<file path="src/rtl/mem_port_arbiter.sv">
// mem_port_arbiter: shares one memory (one write port, one combinational
// read port) between requesters A and B. Writes and reads are arbitrated
// independently, each with its own round-robin pointer. Read data is
// registered and returned to the read winner one cycle after its grant.
//
// Optional feature macro: MEM_ARB_FWD_EN
//   defined   -> a same-cycle write and read to the same address return the
//                new (write) data
//   undefined -> the read returns the pre-write memory contents
module mem_port_arbiter #(
  parameter int ADDR_SIZE = 4,
  parameter int BYTE_SIZE = 8
) (
  input  logic                 clock,
  input  logic                 reset,
  input  logic                 a_req,
  input  logic                 a_we,
  input  logic [ADDR_SIZE-1:0] a_addr,
  input  logic [BYTE_SIZE-1:0] a_wdata,
  output logic                 a_gnt,
  output logic                 a_rvalid,
  output logic [BYTE_SIZE-1:0] a_rdata,
  input  logic                 b_req,
  input  logic                 b_we,
  input  logic [ADDR_SIZE-1:0] b_addr,
  input  logic [BYTE_SIZE-1:0] b_wdata,
  output logic                 b_gnt,
  output logic                 b_rvalid,
  output logic [BYTE_SIZE-1:0] b_rdata,
  output logic                 mem_wen,
  output logic [ADDR_SIZE-1:0] mem_waddr,
  output logic [BYTE_SIZE-1:0] mem_wdata,
  output logic [ADDR_SIZE-1:0] mem_raddr,
  input  logic [BYTE_SIZE-1:0] mem_rdata
);

  typedef enum logic {SEL_A = 1'b0, SEL_B = 1'b1} sel_e;

  sel_e wr_ptr, rd_ptr;

  logic a_wc, b_wc, a_rc, b_rc;
  logic a_wwin, b_wwin, a_rwin, b_rwin;
  logic rd_any;
  logic [BYTE_SIZE-1:0] rd_result;

  // Candidates; reset masks every request so nothing is granted while it is high.
  assign a_wc = !reset && a_req &&  a_we;
  assign b_wc = !reset && b_req &&  b_we;
  assign a_rc = !reset && a_req && !a_we;
  assign b_rc = !reset && b_req && !b_we;

  // A lone candidate always wins; on contention the pointer decides.
  assign a_wwin = a_wc && (!b_wc || (wr_ptr == SEL_A));
  assign b_wwin = b_wc && (!a_wc || (wr_ptr == SEL_B));
  assign a_rwin = a_rc && (!b_rc || (rd_ptr == SEL_A));
  assign b_rwin = b_rc && (!a_rc || (rd_ptr == SEL_B));
  assign rd_any = a_rwin | b_rwin;

  assign a_gnt = a_wwin | a_rwin;
  assign b_gnt = b_wwin | b_rwin;

  // Memory-side muxes; idle ports drive zero.
  assign mem_wen   = a_wwin | b_wwin;
  assign mem_waddr = a_wwin ? a_addr  : (b_wwin ? b_addr  : '0);
  assign mem_wdata = a_wwin ? a_wdata : (b_wwin ? b_wdata : '0);
  assign mem_raddr = a_rwin ? a_addr  : (b_rwin ? b_addr  : '0);

`ifdef MEM_ARB_FWD_EN
  // Same-cycle write to the read address: return the data being written.
  assign rd_result = (mem_wen && rd_any && (mem_waddr == mem_raddr)) ? mem_wdata : mem_rdata;
`else
  // Memory commits the write at the edge, so the read sees old contents.
  assign rd_result = mem_rdata;
`endif

  // Round-robin pointers: after any grant point at the requester that did not win.
  always_ff @(posedge clock or posedge reset) begin
    if (reset) begin
      wr_ptr <= SEL_A;
      rd_ptr <= SEL_A;
    end else begin
      if (mem_wen) wr_ptr <= a_wwin ? SEL_B : SEL_A;
      if (rd_any)  rd_ptr <= a_rwin ? SEL_B : SEL_A;
    end
  end

  // Read return: one-cycle rvalid pulse to the winner; loser keeps its data.
  always_ff @(posedge clock or posedge reset) begin
    if (reset) begin
      a_rvalid <= 1'b0;
      b_rvalid <= 1'b0;
      a_rdata  <= '0;
      b_rdata  <= '0;
    end else begin
      a_rvalid <= a_rwin;
      b_rvalid <= b_rwin;
      if (a_rwin) a_rdata <= rd_result;
      if (b_rwin) b_rdata <= rd_result;
    end
  end

endmodule
</file>
<file path="config.mk">
export PLATFORM = sky130hd
export DESIGN_NAME = mem_port_arbiter
export DESIGN_NICKNAME = d
export VERILOG_FILES = /design/src/rtl/mem_port_arbiter.sv
export SDC_FILE = /design/constraint.sdc
export NUM_CORES = 1
export LEC_CHECK = 0
export ABC_AREA = 1
export CAP_MARGIN = 0
export CORE_UTILIZATION = 35
export DETAILED_ROUTE_END_ITERATION = 7
export MAX_ROUTING_LAYER = met4
export PLACE_DENSITY = 0.86
export SLEW_MARGIN = 30
export SYNTH_ARGS = -nofsm -noshare
export SYNTH_HDL_FRONTEND = slang
export SYNTH_SLANG_ARGS = --single-unit
</file>
<file path="constraint.sdc">
create_clock -name clock -period 1.1 [get_ports clock]
set_input_delay 0.11 -clock clock [delete_from_list [all_inputs] [get_ports clock]]
set_output_delay 0.11 -clock clock [all_outputs]
set_load 0.02 [all_outputs]
</file>
==> results by group <==
Clocking
  – Clock buffer depth: 2
  – TritonCTS clock tree: done
  – Worst-skew pair later-pin latency: 0.29 ns
  – TritonCTS Buffers: 3
  – CTS Root Cell: clkbuf_4
  – H-tree levels: 1
  – Clock slew at reported path FFs: 0.11 ns
  – TritonCTS Sinks: 20

Route
  – Routed wire length: 3930 um
  – Vias per cell: 4.83
  – Via count: 1406
  – Antenna-violating nets left: 0
  – Post-route DRC: 0
  – Met2 wire length: 2040 um
  – Starting DRT DRC Count: 50
  – Post-Route M1 WL: 1600 um
  – Top Metal Used: met4
  – Met3 wire len: 215 um
  – Drt first pass iters: 5
  – Post-DR wirelength/cell: 13.5 um

Critical path
  – Worst Setup End Kind: output pin
  – WS Path Type: reg2out
  – Critical Path AT: 1.33 ns
  – Worst reg-to-reg path cell count: 6
  – Crit start category: flip-flop
  – R2R setup slack: -0.08 ns
  – Worst path required time: 0.99 ns
  – Crit path max fanout: 14

Yosys
  – Syn avg cell area: 7.79 um2
  – Seq/Total Area, Yosys: 41.7%
  – Synth area leader: dfrtp_1
  – Share of the synthesized area in the top cell type: 41.7%
  – Yosys Warn Count: 0
  – Syn nets: 192
  – Flops & latches, synth: 20
  – Post-synth cell types: 18
  – Post-synthesis cell area: 1200 um2
  – Gate Count Post-Synth: 154
  – Top post-synthesis cells by area: dfrtp_1 42%, nand3_1 20%, nand2_1 17%

Timing
  – Worst-Margin Slew: 0.250 ns
  – Final setup TNS: -6.32 ns
  – Fin crit share: 131%
  – Final WS setup: -0.337 ns
  – Count of final hold-check violations: 0
  – Worst-case clock skew: 0.000686 ns
  – Slew HR: 83.3%
  – Final setup violation count: 28
  – Min Tclk post-route: 1.44 ns
  – RSZ-0062 raised after global routing: yes
  – Fmax: 696 MHz
  – Slew Viols, Final: 0

Global routing
  – Largest net degree at the start of global routing: 20
  – Vias in the first global route: 1370
  – GRT Util Overall: 22.3%
  – First-pass GRT wire length: 5950 um
  – Initial antenna violation count: 0
  – Gr ovfl total: 0

Outcome
  – Violated checks: negative setup slack
  – Status: finished with violations

Place
  – Post-Place Worst Slack: -0.842 ns
  – HPWL after DPL: 2760 um
  – I/O Buffers: 74
  – GPL Wtd Cong: 0.850

Flow run
  – Total of max-cap violations: 0

Layout
  – Commonest non-fill, non-tap cell in the layout: nand2_1
  – Final-stage net count: 286
  – Inserted Diodes: 0
  – Most frequent cells in the layout: 48 x nand2_1, 34 x nand3_1, 32 x clkdlybuf4s50_1
  – Util after Layout: 70.3%
  – Ratio of cells with drive above 1 in the final layout: 39.7%
  – Area Growth Syn to Fin: 84.7%

Floorplan
  – # rows: 20
  – Ports: 75
  – Initial Util: 38.1%
  – Die area: 3670 um2
  – Core ar.: 3150 um2
  – Die span in y: 60.6 um
  – Die X: 60.6 um

Pwr
  – Design Power: 0.00226 W
  – Static Leak: 1.13 nW
  – Worst vdd ir: 0.465 mV
  – Pwr Density: 1020 nW/um2

Hold path
  – Hold Crit Class: in2async
==> flip-flops by register name (all words and copies together) (netlist names) <==
| name | cells |
|---|---|
| a_rvalid | 1 |
| wr_ptr | 1 |
| b_rdata | 8 |
| b_rvalid | 1 |
| rd_ptr | 1 |
| a_rdata | 8 |
==> repair_timing <==
| item | 4_1_cts | 5_1_grt |
|---|---|---|
| pin swaps | 6 | 12 |
| gates resized for setup | 176 | 27 |
| endpoints found under the setup margin | 56 | 54 |
| setup buffers | 5 | 3 |
| hold buffers | 1 | 0 |
| gates cloned | 1 | 0 |
| hold endpoints to repair | 1 | 0 |
==> worst max-delay path: stages (launching register included) <==
cell and delay (ns):
dfrtp_1 0.41, nand4_1 0.15, buf_6 0.18, nand2_1 0.09
nand2_1 0.06, buf_4 0.15
==> power breakdown <==
part           internal (W)  total (W)  switching [W]  leakage, nW
sequential         0.000852   0.000926      0.0000736        0.249
combinational      0.000413   0.000917       0.000504        0.863
clock              0.000201   0.000420       0.000219       0.0210
==> worst paths after layout <==
path                                   start         end
worst max-delay path                  wr_ptr       a_gnt
worst min-delay path                   reset  a_rdata[5]
worst max register to register        rd_ptr  b_rdata[5]
worst min register to register    b_rdata[2]  b_rdata[2]
max in group asynchronous              reset      wr_ptr
min in group clock              mem_rdata[1]  b_rdata[1]
==> Yosys cell counts, drive strengths merged <==
cell,count
dfrtp,20
nand2,58
inv,9
nor2,5
nand3,49
buf,9
nand4,2
o21ai,2
==> cells by family (layout without fill, tap and decap cells) <==
logic type / count (synthesis) / after routing / share of synthesized area, %
DFF: 20 / 20 / 41.7
and+or+nand+nor: 114 / 115 / 47.4
AOI/OAI and AO/OA: 2 / 2 / 0.834
buffers and inverters: 18 / 110 / 10.0
==> cell type report <==
class	instances	area, um2
Inverter	9	38.8
Timing Repair Buffer	97	890
Tap cell	44	55.1
Multi-Input combinational cell	117	696
Sequential cell	20	500
Fill cell	253	937
Clock buffer	4	36.3
==> per-stage QoR <==
| step | instances | hold WS (ns) | instance area [um2] |
|---|---|---|---|
| finish | 291 | 0.166 | 2220 |
| detailed placement | 280 | 0.459 | 2050 |
| CTS | 290 | 0.168 | 2260 |
| floorplan | 154 | -0.0692 | 1200 |
| global route | 291 | 0.186 | 2220 |
| global placement | 280 | 0.453 | 2050 |
==> routing by layer <==
metal,vias to the layer above,track usage (%)
li1,694,-
met1,648,26.0
met2,56,39.7
met3,8,3.62
met4,0,5.84
met5,-,-
Power figures use the tool's default switching activity.
